**src/rtl/jk_pkg.sv**
```systemverilog
// Shared definitions for the JK-based counter register: mode codes and
// the per-bit JK action encodings.
package jk_pkg;

  typedef logic [1:0] mode_t;

  localparam mode_t MODE_JK = 2'b00;
  localparam mode_t MODE_UP = 2'b01;
  localparam mode_t MODE_DN = 2'b10;
  localparam mode_t MODE_LD = 2'b11;

  // Encoded as {j,k} so the input pair casts directly to an action.
  typedef enum logic [1:0] {
    JK_HOLD   = 2'b00,
    JK_CLEAR  = 2'b01,
    JK_SET    = 2'b10,
    JK_TOGGLE = 2'b11
  } jk_act_e;

endpackage

```
**src/rtl/jk_bit_next.sv**
```systemverilog
// Combinational next-state function of a single JK flip-flop bit.
module jk_bit_next
  import jk_pkg::*;
(
  input  logic j,
  input  logic k,
  input  logic q,
  output logic q_next
);

  jk_act_e act_s;

  assign act_s = jk_act_e'({j, k});

  // JK characteristic table
  always_comb begin
    q_next = q;
    case (act_s)
      JK_HOLD:   q_next = q;
      JK_CLEAR:  q_next = 1'b0;
      JK_SET:    q_next = 1'b1;
      JK_TOGGLE: q_next = ~q;
      default:   q_next = q;
    endcase
  end

endmodule

```
**src/rtl/jk_counter_reg.sv**
```systemverilog
// WIDTH-bit JK register with up/down modulus counting, parallel load, sync clear/preset.
// Define JK_COUNTER_SAT_EN to make the count modes saturate instead of wrapping.
module jk_counter_reg
  import jk_pkg::*;
#(
  parameter int unsigned      WIDTH      = 4,
  parameter logic [WIDTH-1:0] MAX_COUNT  = {WIDTH{1'b1}},
  parameter logic [WIDTH-1:0] PRESET_VAL = MAX_COUNT
) (
  input  logic             clk,
  input  logic             clear_n,
  input  logic             sync_clear,
  input  logic             preset,
  input  logic             en,
  input  logic [1:0]       mode,
  input  logic [WIDTH-1:0] j,
  input  logic [WIDTH-1:0] k,
  input  logic [WIDTH-1:0] d,
  output logic [WIDTH-1:0] q,
  output logic [WIDTH-1:0] q_bar,
  output logic             tc,
  output logic             wrapped
);

  logic [WIDTH-1:0] q_r;
  logic [WIDTH-1:0] q_nxt_s;
  logic [WIDTH-1:0] jk_nxt_s;
  logic [WIDTH-1:0] ld_val_s;
  logic [WIDTH-1:0] up_s;
  logic [WIDTH-1:0] dn_s;
  logic [WIDTH:0]   q_ext_s;
  logic [WIDTH:0]   max_ext_s;
  logic             at_top_s;
  logic             at_bot_s;
  logic             over_s;
  logic             wrap_s;
  logic             wrapped_r;
  mode_t            mode_s;

  assign mode_s    = mode;
  assign q_ext_s   = {1'b0, q_r};
  assign max_ext_s = {1'b0, MAX_COUNT};
  assign up_s      = q_r + WIDTH'(1'b1);
  assign dn_s      = q_r - WIDTH'(1'b1);

  // Out-of-range states (reachable via JK mode) count as terminal in both directions.
  assign over_s   = (q_ext_s > max_ext_s);
  assign at_top_s = (q_ext_s >= max_ext_s);
  assign at_bot_s = (q_ext_s == {(WIDTH+1){1'b0}}) | over_s;
  assign ld_val_s = (d > MAX_COUNT) ? MAX_COUNT : d;

  for (genvar gi = 0; gi < WIDTH; gi++) begin : g_bit
    jk_bit_next u_bit (
      .j      (j[gi]),
      .k      (k[gi]),
      .q      (q_r[gi]),
      .q_next (jk_nxt_s[gi])
    );
  end

  // Next-state selection in priority order
  always_comb begin
    q_nxt_s = q_r;
    wrap_s  = 1'b0;
    if (sync_clear) begin
      q_nxt_s = {WIDTH{1'b0}};
    end else if (preset) begin
      q_nxt_s = PRESET_VAL;
    end else if (!en) begin
      q_nxt_s = q_r;
    end else begin
      case (mode_s)
        MODE_JK: q_nxt_s = jk_nxt_s;
`ifdef JK_COUNTER_SAT_EN
        MODE_UP: q_nxt_s = at_top_s ? MAX_COUNT : up_s;
        MODE_DN: begin
          if (q_ext_s == {(WIDTH+1){1'b0}}) begin
            q_nxt_s = {WIDTH{1'b0}};
          end else if (over_s) begin
            q_nxt_s = MAX_COUNT;
          end else begin
            q_nxt_s = dn_s;
          end
        end
`else
        MODE_UP: begin
          if (at_top_s) begin
            q_nxt_s = {WIDTH{1'b0}};
            wrap_s  = 1'b1;
          end else begin
            q_nxt_s = up_s;
          end
        end
        MODE_DN: begin
          if (at_bot_s) begin
            q_nxt_s = MAX_COUNT;
            wrap_s  = 1'b1;
          end else begin
            q_nxt_s = dn_s;
          end
        end
`endif
        MODE_LD: q_nxt_s = ld_val_s;
        default: q_nxt_s = q_r;
      endcase
    end
  end

  // State and wrap-pulse registers
  always_ff @(posedge clk or negedge clear_n) begin
    if (!clear_n) begin
      q_r       <= {WIDTH{1'b0}};
      wrapped_r <= 1'b0;
    end else begin
      q_r       <= q_nxt_s;
      wrapped_r <= wrap_s;
    end
  end

  // clear_n gates tc so it reads low while held in reset.
  assign tc = clear_n & en & ~sync_clear & ~preset &
              (((mode_s == MODE_UP) & at_top_s) | ((mode_s == MODE_DN) & at_bot_s));

  assign q       = q_r;
  assign q_bar   = ~q_r;
  assign wrapped = wrapped_r;

endmodule

```
**config.mk**
```make
export PLATFORM = sky130hd
export DESIGN_NAME = jk_counter_reg
export DESIGN_NICKNAME = d
export VERILOG_FILES = /design/src/rtl/jk_pkg.sv /design/src/rtl/jk_bit_next.sv /design/src/rtl/jk_counter_reg.sv
export SDC_FILE = /design/constraint.sdc
export NUM_CORES = 1
export LEC_CHECK = 0
export ABC_CLOCK_PERIOD_IN_PS = 2750
export BUFFER_PORTS_ARGS = -buffer_cell sky130_fd_sc_hd__buf_2
export CAP_MARGIN = 30
export CORE_AREA = 4 4 41 43
export CTS_BUF_LIST = sky130_fd_sc_hd__clkbuf_8
export DETAILED_ROUTE_END_ITERATION = 7
export DIE_AREA = 0 0 45 47
export GPL_ROUTABILITY_DRIVEN = 0
export PLACE_DENSITY = 0.89
export SYNTH_ARGS = -nofsm -noshare
export SYNTH_HDL_FRONTEND = slang
export SYNTH_SLANG_ARGS = --single-unit
```
**constraint.sdc**
```tcl
create_clock -name clk -period 2.75 [get_ports clk]
set_clock_uncertainty 0.2 [all_clocks]
set_input_delay 0.275 -clock clk [delete_from_list [all_inputs] [get_ports clk]]
set_output_delay 0.275 -clock clk [all_outputs]
set_load 0.03 [all_outputs]
```
Word level (Yosys, flattened, before mapping)
Cells that the tools add are included.

cells by class
  $add $sub $neg = 2
  reductions and logical operators = 11
  equal/unequal tests = 19
  bitwise gates (word level) = 15
  order comparisons = 3
  multiplexer cells = 17

operators by type and width
  kind                                                       number
  two-way mux 4 bit                                          6
  equality test 2 bit (second input constant)                10
  inequality test 4 bit (second input constant)              4
  case mux 4 bit (4 select lines)                            1
  case mux 1 bit (3 select lines)                            4
  equality test 2 x 1 -> 1 bit (second input constant)       5
  logical NOT 2 bit                                          5
  > comparator 4 bit (second input constant)                 2
  AND reduction 2 bit                                        4
  AND 1 bit                                                  6
  inverter 1 bit                                             6
  logical NOT 5 bit                                          1
  two-way mux 1 bit                                          5
  adder 4 x 1 -> 4 bit (second input constant)               1
  greater-or-equal comparator 4 bit (second input constant)  1
  inverter 4 bit                                             1
  subtractor 4 x 1 -> 4 bit (second input constant)          1
  nonzero test 3 bit                                         1
  bitwise OR 1 bit                                           2
  case mux 1 bit (2 select lines)                            1

storage, ports and cells
  output and inout bits = 10
  register bits after elaboration = 5
  bits of input ports = 19
  logic and storage cells = 72

Logic depth before layout (Yosys ltp)
  word-level depth = 7
  gate-level depth with buffers = 6
  mapped depth without buffers = 6

Hierarchy
From an unflattened synthesis, not the netlist that was laid out.

unflattened totals
  cell total of the unflattened synthesis = 71
  area, all modules = 589.3 µm²

by module, submodules not included
  module          area each (µm²)  times used  cells an instance
  jk_counter_reg  534.3            1           63
  jk_bit_next     13.8             4           2

Worst setup path after synthesis
No wires, ideal clock.

  path kind = reg2out
  start = reg q_r[1] (netlist: q[1])
  end = out tc
  arrival = 1762 ps
  slack = 513 ps
  buffers on the path = 0
  required time = 2275 ps
  stages on the path, launching flop included = 7
  cell sequence = dfrtp_1 inv_1 ha_1 and4bb_1 a41oi_1 nor4b_1 and2_1

between the ends
  cells in the longest elaborated chain, start to end = 5
  elaborated cells between the ends (all ways) = 8
  classes of those cells = order compare (2); bitwise (5); reduce/logical (1)

ends and longest elaborated chain
  element                                                         line                                        RTL
  start: declaration                                              jk_counter_reg.sv:25                        logic [WIDTH-1:0] q_r;
  start signal: assignment                                        jk_counter_reg.sv:112                       q_r <= {WIDTH{1'b0}};
  start signal: assignment                                        jk_counter_reg.sv:115                       q_r <= q_nxt_s;
  > comparator 4 bit / logical NOT 5 bit (equally long branches)  jk_counter_reg.sv:47, jk_counter_reg.sv:49
  bitwise OR 1 bit                                                jk_counter_reg.sv:49                        assign at_bot_s = (q_ext_s == {(WIDTH+1){1'b0}}) | over_s;
  AND 1 bit                                                       jk_counter_reg.sv:122                       (((mode_s == MODE_UP) & at_top_s) | ((mode_s == MODE_DN) & at_bot_s));
  bitwise OR 1 bit (*)                                            jk_counter_reg.sv:122
  AND 1 bit (*)                                                   jk_counter_reg.sv:121                       assign tc = clear_n & en & ~sync_clear & ~preset &
  end: declaration                                                jk_counter_reg.sv:21                        output logic tc,

Every way passes the cells marked *; elsewhere a longest branch is shown, timed or not.

Worst setup path after layout
Ends and elaborated chain as after synthesis.

==> out/results.ini <==
[synth]
synthXorXnorAreaFrac_pct = 0
yosys.area_share.simple_pct = 19.6
syn_nets = 105
synth_top_family_by_area = compound AO/OA/AOI/OAI gates
ys_seq_area_share_pct = 19.0
syn_avg_cell_area_um2 = 8.31
synthMuxAreaShare_pct = 1.52
syn_area_um2 = 657
ys_types = 36
synth-seq-cells = 5
synthAdderAreaFrac_pct = 13.3
synth-compound-area-share_pct = 34.5
synthCells = 79
ys_warn_count = 0

[sta]
fin_crit_ps = 2540
finalSetupViolCount = 0
relSlewSlack_pct = 70.7
worst_pin_slew_ps = 429
hold_viol_final = 0
slew_violations = 0
worst_slack_ps = 207
fmax_ghz = 0.393
rsz0062_at_grt = false
fin_crit_sh_pct = 92.5
fin_setup_tns_ps = 0

[critical_path]
reg2reg_to = q[2]
crit_path_max_fanout = 9
r2r_start = q[1]
cpLargestDelayFamily = simple AND/OR/NAND/NOR gates
cp-end-kind = output port
cp_num_buf_inv = 2
critPathLaunchType = register
cp_slowest_cell = dfrtp_1
r2r_setup_slack_ps = 720
critical_path.cell_chain = inv_1 > ha_1 > and4bb_1 > a41oi_1 > nor4b_1 > and2_1 > buf_2
required_ps = 2280
max_stage_delay_ps = 470
reg2reg_depth = 6
arrival_ps = 2070
criticalPathCategory = register to output port

[pwr]
power.density_nw_per_um2 = 430
pwr-share-comb_pct = 36.1
p_int_mw = 0.228
peakVddDrop_v = 0.000396
p_clk_share_pct = 37.8
fin_total_pwr_mw = 0.355
power_switching_mw = 0.127
p_leak_nw = 0.413
swShare_pct = 35.8
seq_power_share_pct = 26.1

[final_layout]
area_growth_pct = 25.7
layout_common_cells = buf_2 (28), inv_1 (10), ha_1 (7)
final_cells = 121
num-fill-cells = 119
drive_gt1_share_pct = 33.0
final_common_cell = buf_2
insertedDiodeCount = 0
fin_nets = 133

[placed_design]
pre_cts_ws_ps = 500
hpwl_um = 1490
place_inst = 116
port_buffers = 28

[drt]
drtIter0Drc = 28
dr.pass1.iters = 5
routed_wl_um = 1840
drtAntennaViolNets = 0
viasPerCell = 6.00
drc = 0
vias = 726
post_drt_wl_per_cell_um = 15.2

[floorplan]
initial_core_util_pct = 50.5
dieArea_um2 = 2120
die_h_um = 47
core_region_area_um2 = 1300
rows = 13
die-width_um = 45
top_level_ports = 29

[job]
drv_cap = 0

[cts]
clk_transition_reported_paths_ps = 40
cts_buffer_depth = 2
cts_setup_buffers = 0
cts-htree-levels = 1
insertion_delay_ps = 230
cts_tree = done
cts_sinks = 5
post_cts_resized = 0
cts-buffers-inserted = 3
ctsRootBufferMaster = clkbuf_8
hold_buffers = 1

[hold_path]
hold_path.startpoint = sync_clear
hold_depth = 2
min_to = q[0]
worstHoldPathType = input port to register

[grt]
grt_pass1_wl_um = 2860
overflow = 0
grt_max_degree = 11
antenna_found_initial = 0
first_global_vias = 654
grt_util_all_layers_pct = 19.5

[status]
status = finished, final reports clean

==> flip-flops by register name (all words and copies together), names as in the netlist <==
register and flops:
wrapped 1, q 4
==> metal layers <==
metal / up-vias / GRT usage [%] / wire, µm
met5: - / 0 / 0
met4: 0 / 10.5 / 39
met3: 4 / 5.75 / 182
met2: 37 / 35.0 / 906
met1: 331 / 20.5 / 708
li1: 354 / - / -
==> power by group through the flow <==
stage,registers [mW],clock network [mW],logic (mW)
after floorplan,0.0883,0,0.0960
after global placement,0.0932,0,0.123
after detailed placement,0.0937,0,0.127
after CTS,0.0926,0.139,0.128
after global routing,0.0942,0.147,0.140
final,0.0927,0.134,0.128
==> synthesized netlist by cell type (all sizes together) <==
library cell	count	area (µm²)
mux2i	1	10.0
a41oi	1	8.76
nor4b	1	8.76
o21ba	1	10.0
a222oi	1	10.0
a21o	2	15.0
inv	9	33.8
o31a	2	17.5
o311ai	1	8.76
a31oi	2	12.5
nand3	2	10.0
a221o	2	21.3
nand2	4	15.0
buf	5	41.3
dfrtp	5	125
nor2b	2	12.5
a21boi	1	7.51
a221oi	3	32.5
and2	3	18.8
a21oi	4	20.0
or3b	2	17.5
o211ai	1	7.51
clkbuf	1	3.75
a31o	1	8.76
a2111oi	1	8.76
o21ai	3	15.0
nand2b	1	6.26
and4bb	1	12.5
ha	7	87.6
o31ai	3	22.5
nor2	5	18.8
nand4b	1	8.76
==> how the worst max path moves through the flow <==
stage	startpoint	slack (ps)	cells past startpoint	end
6_report	q[1]	210	7	tc
5_1_grt	q[1]	6	7	tc
4_1_cts	q[1]	250	7	tc
3_5_place_dp	q[1]	500	7	tc
3_3_place_gp	q[1]	570	7	tc
2_1_floorplan	q[1]	510	6	tc
==> area by class of cell <==
type / count / area, µm² / area share, %
clock buffer: 3 / 41.3 / 5.00
clock inverter: 1 / 3.75 / 0.455
inverter: 9 / 33.8 / 4.09
multi-input combinational: 59 / 453 / 54.8
sequential: 5 / 125 / 15.2
tap: 15 / 18.8 / 2.27
timing repair buffer: 29 / 150 / 18.2
==> metrics by stage <==
stage               area [µm²]  util, %  hold WS [ps]
floorplan                  657        -          -221
global placement           771     59.2          -105
detailed placement         771     59.2          -105
CTS                        826     63.5          72.1
global route               826     63.5          93.7
finish                     826     63.5          85.4
==> cells by family (layout without fill, tap and decap cells) <==
kind of cell	Yosys count	count (layout)
AO/OA/AOI/OAI	29	29
adder cells (fa/ha/maj)	7	7
buffers and inverters	15	42
flip-flops	5	5
multiplexers	1	1
AND/OR/NAND/NOR	22	22
(Power assumes the default switching activity.)
